`src/rtl/ram_acc_pkg.sv`:
```
// ram_acc_pkg: shared sizing constants and FSM state type for the RAM
// accumulate engine.
//   ADDR_W  - RAM address width
//   DATA_W  - RAM data width
//   DEPTH   - RAM words (2**ADDR_W)
//   state_t - engine FSM states
package ram_acc_pkg;

  localparam int unsigned ADDR_W = 6;
  localparam int unsigned DATA_W = 8;
  localparam int unsigned DEPTH  = 2 ** ADDR_W;

  typedef enum logic [1:0] {
    IDLE  = 2'd0,
    RUN   = 2'd1,
    FLUSH = 2'd2,
    DONE  = 2'd3
  } state_t;

endpackage

```
`src/rtl/ram_acc_if.sv`:
```
// ram_acc_if: bus between the accumulate engine and a 2R1W RAM with
// registered reads (read data valid the cycle after its address).
//   master (engine): drives enables, addresses and write data; reads data
//   slave  (RAM)   : the reverse
interface ram_acc_if #(
  parameter int unsigned ADDR_W = 6,
  parameter int unsigned DATA_W = 8
) ();

  logic              ram_en;
  logic              ram_wr_en;
  logic [ADDR_W-1:0] ram_wr_addr;
  logic [DATA_W-1:0] ram_wr_data;
  logic [ADDR_W-1:0] ram_rd_addr1;
  logic [ADDR_W-1:0] ram_rd_addr2;
  logic [DATA_W-1:0] ram_rd_data1;
  logic [DATA_W-1:0] ram_rd_data2;

  modport master (
    output ram_en, ram_wr_en, ram_wr_addr, ram_wr_data,
    output ram_rd_addr1, ram_rd_addr2,
    input  ram_rd_data1, ram_rd_data2
  );

  modport slave (
    input  ram_en, ram_wr_en, ram_wr_addr, ram_wr_data,
    input  ram_rd_addr1, ram_rd_addr2,
    output ram_rd_data1, ram_rd_data2
  );

endinterface

```
`src/rtl/ram_acc_alu.sv`:
```
// ram_acc_alu: combinational element adder.
//   a, b  - operands
//   sum   - result (wrapping, or saturating when RAM_ACC_SAT_EN is defined)
//   carry - carry-out of the unsaturated add
// Build option: RAM_ACC_SAT_EN selects saturation to all-ones on carry.
module ram_acc_alu #(
  parameter int unsigned DATA_W = 8
) (
  input  logic [DATA_W-1:0] a,
  input  logic [DATA_W-1:0] b,
  output logic [DATA_W-1:0] sum,
  output logic              carry
);

  logic [DATA_W:0] wide;

  always_comb begin
    wide  = {1'b0, a} + {1'b0, b};
    carry = wide[DATA_W];
`ifdef RAM_ACC_SAT_EN
    sum = carry ? '1 : wide[DATA_W-1:0];
`else
    sum = wide[DATA_W-1:0];
`endif
  end

endmodule

```
`src/rtl/ram_acc_engine.sv`:
```
// ram_acc_engine: streams mem[d+k] = mem[a+k] + mem[b+k] for k in 0..len-1
// through a 2R1W registered-read RAM at one element per cycle.
//   clk, rst_n          - clock, async active-low reset
//   start               - launch request, sampled only in IDLE
//   a_base/b_base/d_base- first source A / source B / destination address
//   len                 - element count 0..DEPTH
//   busy                - high outside IDLE
//   done                - one-cycle completion pulse
//   ovf                 - sticky carry-out flag, cleared on accepted start
//   ram                 - RAM bus (ram_acc_if.master)
// Build option: RAM_ACC_SAT_EN (saturating add, handled in ram_acc_alu).
module ram_acc_engine
  import ram_acc_pkg::*;
#(
  parameter int unsigned ADDR_W = ram_acc_pkg::ADDR_W,
  parameter int unsigned DATA_W = ram_acc_pkg::DATA_W,
  parameter int unsigned DEPTH  = ram_acc_pkg::DEPTH
) (
  input  logic              clk,
  input  logic              rst_n,
  input  logic              start,
  input  logic [ADDR_W-1:0] a_base,
  input  logic [ADDR_W-1:0] b_base,
  input  logic [ADDR_W-1:0] d_base,
  input  logic [ADDR_W:0]   len,
  output logic              busy,
  output logic              done,
  output logic              ovf,
  ram_acc_if.master         ram
);

  localparam logic [ADDR_W:0]   LEN_MAX = (ADDR_W+1)'(DEPTH);
  localparam logic [ADDR_W:0]   ONE_L   = (ADDR_W+1)'(1);
  localparam logic [ADDR_W-1:0] ONE_A   = ADDR_W'(1);

  state_t            state_q, state_d;
  logic [ADDR_W:0]   idx_q;
  logic [ADDR_W:0]   len_q;
  logic [ADDR_W-1:0] a_q, b_q, d_q;
  logic              ovf_q;
  logic              accept;
  logic              wr_fire;
  logic [ADDR_W-1:0] idx_lo;
  logic [DATA_W-1:0] sum;
  logic              carry;

  assign idx_lo = idx_q[ADDR_W-1:0];
  assign ovf    = ovf_q;

  ram_acc_alu #(.DATA_W(DATA_W)) u_alu (
    .a     (ram.ram_rd_data1),
    .b     (ram.ram_rd_data2),
    .sum   (sum),
    .carry (carry)
  );

  always_ff @(posedge clk or negedge rst_n) begin
    if (!rst_n) begin
      state_q <= IDLE;
      idx_q   <= '0;
      len_q   <= '0;
      a_q     <= '0;
      b_q     <= '0;
      d_q     <= '0;
      ovf_q   <= 1'b0;
    end else begin
      state_q <= state_d;
      if (accept) begin
        a_q   <= a_base;
        b_q   <= b_base;
        d_q   <= d_base;
        len_q <= (len > LEN_MAX) ? LEN_MAX : len;
        idx_q <= '0;
        ovf_q <= 1'b0;
      end else begin
        // idx holds at len-1 through FLUSH so the last write address is d+idx
        if (state_q == RUN && state_d == RUN) begin
          idx_q <= idx_q + ONE_L;
        end
        if (wr_fire && carry) begin
          ovf_q <= 1'b1;
        end
      end
    end
  end

  always_comb begin
    state_d          = state_q;
    accept           = 1'b0;
    wr_fire          = 1'b0;
    busy             = (state_q != IDLE);
    done             = (state_q == DONE);
    ram.ram_en       = 1'b0;
    ram.ram_wr_en    = 1'b0;
    ram.ram_wr_addr  = '0;
    ram.ram_wr_data  = '0;
    ram.ram_rd_addr1 = '0;
    ram.ram_rd_addr2 = '0;

    case (state_q)
      IDLE: begin
        if (start) begin
          accept  = 1'b1;
          state_d = (len == '0) ? DONE : RUN;
        end
      end
      RUN: begin
        ram.ram_en       = 1'b1;
        ram.ram_rd_addr1 = a_q + idx_lo;
        ram.ram_rd_addr2 = b_q + idx_lo;
        // element idx-1's read data arrives now; write it back
        if (idx_q != '0) begin
          wr_fire         = 1'b1;
          ram.ram_wr_en   = 1'b1;
          ram.ram_wr_addr = d_q + idx_lo - ONE_A;
          ram.ram_wr_data = sum;
        end
        if (idx_q == len_q - ONE_L) begin
          state_d = FLUSH;
        end
      end
      FLUSH: begin
        wr_fire         = 1'b1;
        ram.ram_en      = 1'b1;
        ram.ram_wr_en   = 1'b1;
        ram.ram_wr_addr = d_q + idx_lo;
        ram.ram_wr_data = sum;
        state_d         = DONE;
      end
      DONE: begin
        state_d = IDLE;
      end
      default: begin
        state_d = IDLE;
      end
    endcase
  end

endmodule

```
`src/flat_wrapper.sv`:
```
// flat-port wrapper written by rule: the top's interface ports become plain ports
module ram_acc_engine_flat import ram_acc_pkg::*;
#(
  parameter int unsigned ADDR_W = ram_acc_pkg::ADDR_W,
  parameter int unsigned DATA_W = ram_acc_pkg::DATA_W,
  parameter int unsigned DEPTH  = ram_acc_pkg::DEPTH
)
  (clk, rst_n, start, a_base, b_base, d_base, len, busy, done, ovf, ram_ram_en, ram_ram_wr_en, ram_ram_wr_addr, ram_ram_wr_data, ram_ram_rd_addr1, ram_ram_rd_addr2, ram_ram_rd_data1, ram_ram_rd_data2);
  ram_acc_if #(.ADDR_W(ADDR_W), .DATA_W(DATA_W)) ram_i ();
  input  logic clk;
  input  logic rst_n;
  input  logic start;
  input  logic [ADDR_W-1:0] a_base;
  input  logic [ADDR_W-1:0] b_base;
  input  logic [ADDR_W-1:0] d_base;
  input  logic [ADDR_W:0] len;
  output logic busy;
  output logic done;
  output logic ovf;
  output wire logic [$bits(ram_i.ram_en)-1:0] ram_ram_en;
  output wire logic [$bits(ram_i.ram_wr_en)-1:0] ram_ram_wr_en;
  output wire logic [$bits(ram_i.ram_wr_addr)-1:0] ram_ram_wr_addr;
  output wire logic [$bits(ram_i.ram_wr_data)-1:0] ram_ram_wr_data;
  output wire logic [$bits(ram_i.ram_rd_addr1)-1:0] ram_ram_rd_addr1;
  output wire logic [$bits(ram_i.ram_rd_addr2)-1:0] ram_ram_rd_addr2;
  input wire logic [$bits(ram_i.ram_rd_data1)-1:0] ram_ram_rd_data1;
  input wire logic [$bits(ram_i.ram_rd_data2)-1:0] ram_ram_rd_data2;
  assign ram_ram_en = ram_i.ram_en;
  assign ram_ram_wr_en = ram_i.ram_wr_en;
  assign ram_ram_wr_addr = ram_i.ram_wr_addr;
  assign ram_ram_wr_data = ram_i.ram_wr_data;
  assign ram_ram_rd_addr1 = ram_i.ram_rd_addr1;
  assign ram_ram_rd_addr2 = ram_i.ram_rd_addr2;
  assign ram_i.ram_rd_data1 = ram_ram_rd_data1;
  assign ram_i.ram_rd_data2 = ram_ram_rd_data2;
  ram_acc_engine #(.ADDR_W(ADDR_W), .DATA_W(DATA_W), .DEPTH(DEPTH)) u_core (.clk(clk), .rst_n(rst_n), .start(start), .a_base(a_base), .b_base(b_base), .d_base(d_base), .len(len), .busy(busy), .done(done), .ovf(ovf), .ram(ram_i));
endmodule
```
`config.mk`:
```
export PLATFORM = sky130hd
export DESIGN_NAME = ram_acc_engine_flat
export DESIGN_NICKNAME = d
export VERILOG_FILES = /design/src/rtl/ram_acc_pkg.sv /design/src/rtl/ram_acc_if.sv /design/src/rtl/ram_acc_alu.sv /design/src/rtl/ram_acc_engine.sv /design/src/flat_wrapper.sv
export SDC_FILE = /design/constraint.sdc
export NUM_CORES = 1
export LEC_CHECK = 0
export BUFFER_PORTS_ARGS = -buffer_cell sky130_fd_sc_hd__buf_2
export CORE_MARGIN = 3
export CORE_UTILIZATION = 55
export DETAILED_ROUTE_END_ITERATION = 8
export GPL_ROUTABILITY_DRIVEN = 0
export MAX_ROUTING_LAYER = met4
export PLACE_DENSITY = 0.92
export SLEW_MARGIN = 20
export SYNTH_ARGS = -nofsm -noshare
export SYNTH_HDL_FRONTEND = slang
export SYNTH_HIERARCHICAL = 1
export SYNTH_SLANG_ARGS = --single-unit
```
`constraint.sdc`:
```
create_clock -name clk -period 5.9 [get_ports clk]
set_input_delay 0.59 -clock clk [delete_from_list [all_inputs] [get_ports clk]]
set_output_delay 0.59 -clock clk [all_outputs]
set_load 0.005 [all_outputs]
```
== Word-level counts from Yosys, hierarchy flattened ==
Cells that the tools add are included.

* Word-level logic and storage cells: 49
* Register bits after elaboration: 35
* Output and inout port bits: 31

* Add/sub/neg operators: 7
* $lt $le $gt $ge: 1
* Muxes and demuxes: 20
* Eq/ne operators: 5
* Reductions and logical operators: 9

{| class="wikitable"
|+ Operators by type and width
! operator !! count
|-
| 7-bit two-way mux || 3
|-
| 6-bit adder || 3
|-
| 6-bit two-way mux || 3
|-
| 8-bit one-hot mux with 2 select lines || 1
|-
| 6-bit one-hot mux with 2 select lines || 1
|-
| 8-bit by 8-bit adder with 9-bit output || 1
|-
| 8-bit two-way mux || 1
|-
| 2-bit one-hot mux with 4 select lines || 1
|-
| 7-bit by 1-bit adder with 7-bit output, second input constant || 1
|-
| 7-bit equality test || 1
|-
| 7-bit greater-than comparator, second input constant || 1
|-
| 7-bit zero test || 1
|-
| 7-bit nonzero test || 1
|-
| 7-bit by 1-bit subtractor with 7-bit output, second input constant || 1
|-
| 1-bit two-way mux || 6
|-
| 2-bit two-way mux || 3
|-
| 2-bit nonzero test || 3
|-
| 6-bit by 1-bit subtractor with 6-bit output, second input constant || 1
|-
| 2-bit by 1-bit equality test with 1-bit output, second input constant || 2
|-
| 2-bit equality test, second input constant || 2
|-
| 1-bit logical AND || 2
|-
| 2-bit zero test || 1
|-
| 1-bit one-hot mux with 2 select lines || 1
|-
| 2-bit OR reduction || 1
|}

== Longest topological paths before layout ==
* Depth after elaboration: 8
* Mapped depth: 10

== Cells and area by module ==
The synthesis kept the hierarchy.

{| class="wikitable"
|+ By module, submodules not included
! module !! instances !! cells each !! area each (um^2)
|-
| ram_acc_engine || 1 || 285 || 2,757.6
|-
| ram_acc_alu || 1 || 42 || 324.1
|}

== Worst setup path after synthesis ==
No wires, ideal clock.

* Path type: reg-to-output
* From: register u_core.idx_q[0]
* To: output port ram_ram_wr_addr[5]
* Stages on the path, launching flop included: 9
* Required time: 5.310 ns
* Setup slack: 3.120 ns
* Data arrival time: 2.190 ns
* Path buffers: 0
* Path through: dfrtp_1 ha_1 fa_1 a21o_1 a21oi_1 xnor2_1 o31ai_1 a211o_1 a21boi_0

* Longest elaborated chain between the ends: 4
* Elaborated cells on any way between the ends: 5
* Those cells by class: 2 x add/sub; 2 x mux; 1 x reduce/logical

{| class="wikitable"
|+ Ends and longest elaborated chain
! what !! RTL line !! RTL
|-
| start, declared || ram_acc_engine.sv:37 || <nowiki>logic [ADDR_W:0] idx_q;</nowiki>
|-
| start signal, assigned || ram_acc_engine.sv:78 || <nowiki>idx_q <= idx_q + ONE_L;</nowiki>
|-
| 6-bit adder || ram_acc_engine.sv:115, ram_acc_engine.sv:126 ||
|-
| 6-bit by 1-bit subtractor with 6-bit output || ram_acc_engine.sv:115 || <nowiki>ram.ram_wr_addr = d_q + idx_lo - ONE_A;</nowiki>
|-
| 6-bit two-way mux || ram_acc_engine.sv:112 || <nowiki>if (idx_q != '0) begin</nowiki>
|-
| 6-bit one-hot mux with 2 select lines * || ram_acc_engine.sv:100 || <nowiki>case (state_q)</nowiki>
|-
| end, declared || flat_wrapper.sv:22 || <nowiki>output wire logic [$bits(ram_i.ram_wr_addr)-1:0] ram_ram_wr_addr;</nowiki>
|}

Every way passes the cells marked *; elsewhere a longest branch is shown, timed or not.

== Final worst setup path ==
Same ends and word-level chain as after synthesis.

==> results.py <==
metrics = {
    "outcome": {
        "status": "completed",
    },
    "synth": {
        "synth.most_common_cell": "dfrtp_1",
        "synthTopCellsByArea": "dfrtp_1 (28%), ha_1 (13%), mux2_2 (7.3%)",
        "yosys.cell_types.count": 55,
        "synth_top_area_frac": 0.284,
        "syn_avg_cell_area_um2": 9.42,
        "syn_nets": 407,
        "synthTopCellsByCount": "dfrtp_1 (35), ha_1 (32), and2_1 (27)",
        "synth-async-reset-ratio": 1.00,
        "yosysTopAreaCell": "dfrtp_1",
        "synth_edf_count": 0,
        "yosysWarnings": 6,
        "netlist_instances": 327,
        "syn_area_um2": 3080,
        "ys.flop_type": "dfrtp_1",
        "ys_ff_latch": 35,
        "seq_area_frac_synth": 0.284,
    },
    "clocking": {
        "h-tree-depth": 2,
        "numCtsBuffers": 5,
        "cts-root-buf": "clkbuf_8",
        "cts_tree": "done",
        "cts.path.max_buffers": 2,
        "insertion_delay_ps": 280,
        "postCtsSetupBuffers": 0,
        "clkSinkCount": 35,
        "path_clk_slew_ps": 70,
        "cts_resized": 0,
        "hold_buffers": 0,
    },
    "layout": {
        "utilization": 0.685,
        "drive_above_1_share": 0.278,
        "final_nets": 479,
        "antenna_cells": 0,
        "area_growth_syn_to_layout_pct": 17.1,
    },
    "timing": {
        "fin_skew_ps": 2.46,
        "min_period_ps": 3350,
        "fmax_mhz": 299,
        "timing.final.crit_share": 0.567,
        "drv_slew": 0,
        "rsz0062_at_grt": "false",
        "setup_tns_ps": 0,
        "hold_viol_final": 0,
        "setup_violations": 0,
        "worstMarginPinSlew_ps": 876,
        "worst_slack_ps": 2550,
        "slew_headroom": 0.411,
    },
    "setup_path": {
        "crit_required_ps": 5310,
        "worstSetupStartpointType": "flip-flop",
        "critPathTopFamily": "compound AO/OA/AOI/OAI gates",
        "slowest_stage": "dfrtp_1",
        "cp_max_fo": 8,
        "cp.buffers_inverters": 1,
        "crit_type": "flip-flop to output port",
        "worstPathArrival_ps": 2760,
        "worstSetupEndpointType": "output port",
        "slowest_delay_ps": 480,
        "crit_chain": "ha_1, fa_1, a21o_1, a21oi_1, xnor2_1, o31ai_1, a211o_1, a21boi_0, buf_2",
    },
    "global_route": {
        "track_usage": 0.223,
        "grt_pass1_vias": 2656,
        "grt-ovfl-total": 0,
        "antenna_found_initial": 0,
        "top_usage_layer": "met2",
        "grt.met3_usage": 0.0255,
        "grt_use_met1": 0.260,
        "grt_max_degree": 36,
        "grt_use_met2": 0.392,
        "grt_pass1_wl_um": 11300,
    },
    "floorplan": {
        "start_util": 0.585,
        "row_count": 26,
        "core_um2": 5270,
        "dieArea_um2": 6540,
        "die_width_um": 80.9,
        "die-height_um": 80.9,
        "ioPinCount": 75,
    },
    "placement": {
        "place_worst_setup_slack_ps": 2870,
        "portBuffers": 74,
        "hpwlAfterDp_um": 5340,
    },
    "pwr": {
        "seqPwrFrac": 0.273,
        "p_leak_nw": 1.79,
        "power_density_nw_per_um2": 445,
        "p_sw_frac": 0.416,
        "internal-power_uw": 940,
        "p_sw_uw": 668,
        "power_frac_comb": 0.589,
        "clockPowerShare": 0.138,
        "worst_ir_drop_vdd_v": 0.000299,
    },
    "routing": {
        "via_count": 2745,
        "ant_nets": 0,
        "totalWireLength_um": 6900,
        "wl_per_cell_um": 14.7,
        "drt_pass1_iterations": 4,
        "avgViaCountPerCell": 5.84,
        "route.detailed.drc": 0,
        "initialDrtViolationCount": 223,
    },
    "worst_hold_path": {
        "min_path_type": "input pin to async pin",
    },
    "run": {
        "cap_viol_max_count": 0,
    },
}
-- stage by stage --
stage               power (mW)  cell area, um^2  cells  hold WS [ps]
floorplan                 1.12             3080    327           294
global placement          1.33             3490    462           497
detailed placement        1.38             3490    462           499
CTS                       1.61             3610    470           400
global route              1.75             3610    470           444
finish                    1.61             3610    470           384
-- registers in the layout, indices dropped and copies added (netlist names) --
register        count
u_core/state_q      2
u_core/ovf          1
u_core/len_q        7
u_core/a_q          6
u_core/b_q          6
u_core/d_q          6
u_core/idx_q        7
-- cell usage in the layout, fill, tap and decap left out, types with 4 or more instances in the layout --
| master | netlist | final |
|---|---|---|
| buf_2 | 2 | 74 |
| and2_1 | 27 | 27 |
| nand3_1 | 5 | 5 |
| a21oi_1 | 19 | 19 |
| nand2_1 | 16 | 16 |
| dfrtp_1 | 35 | 35 |
| ha_1 | 32 | 32 |
| nor3_1 | 8 | 8 |
| o21ai_0 | 17 | 16 |
| nor4_1 | 4 | 4 |
| clkbuf_8 | 0 | 6 |
| inv_1 | 18 | 18 |
| fa_1 | 4 | 4 |
| xor2_1 | 12 | 12 |
| nand2b_1 | 5 | 5 |
| o31ai_1 | 5 | 5 |
| nor2b_1 | 6 | 6 |
| nor2_1 | 11 | 11 |
| mux2_2 | 20 | 20 |
| a21o_1 | 6 | 6 |
| o21bai_1 | 4 | 4 |
| xnor2_1 | 13 | 13 |
-- worst paths after layout --
| check | startpoint | to | slack (ps) | depth (start not counted) |
|---|---|---|---|---|
| min reg2reg | u_core/ovf | u_core/ovf | 510 | 2 |
| min in group clk | u_core/ovf | u_core/ovf | 510 | 2 |
| max | u_core/idx_q[0] | ram_ram_wr_addr[5] | 2550 | 9 |
| min | rst_n | u_core/b_q[4] | 380 | 1 |
| max in group asynchronous | rst_n | u_core/state_q[1] | 5020 | 1 |
| max reg2reg | u_core/len_q[0] | u_core/idx_q[6] | 2870 | 8 |
-- power groups by stage --
stage / combinational, mW / clock, mW / sequential, mW
after detailed placement: 0.941 / 0 / 0.443
after CTS: 0.947 / 0.226 / 0.438
after global placement: 0.893 / 0 / 0.435
after global routing: 1.06 / 0.237 / 0.454
after floorplan: 0.704 / 0 / 0.411
final: 0.947 / 0.222 / 0.439
-- cells by family after synthesis --
kind of cell,synth area share
XOR/XNOR,0.0788
adder cells (fa/ha/maj),0.156
flip-flops,0.284
multiplexers,0.0828
AND/OR/NAND/NOR,0.194
AO/OA/AOI/OAI,0.163
buffers and inverters,0.0410
-- area by class of cell --
type                            count  area, um^2
Multi-Input combinational cell    263        2080
Clock inverter                      2        35.0
Fill cell                         408        1660
Clock buffer                        6        82.6
Tap cell                           70        87.6
Timing Repair Buffer               75         378
Inverter                           19        71.3
Sequential cell                    35         876
-- routing by layer --
metal  wire length, um  share of wire
met5                 0              0
met2              3440           0.50
met1              2740           0.40
met4               157          0.023
met3               568          0.082
Power figures use the tool's default switching activity.
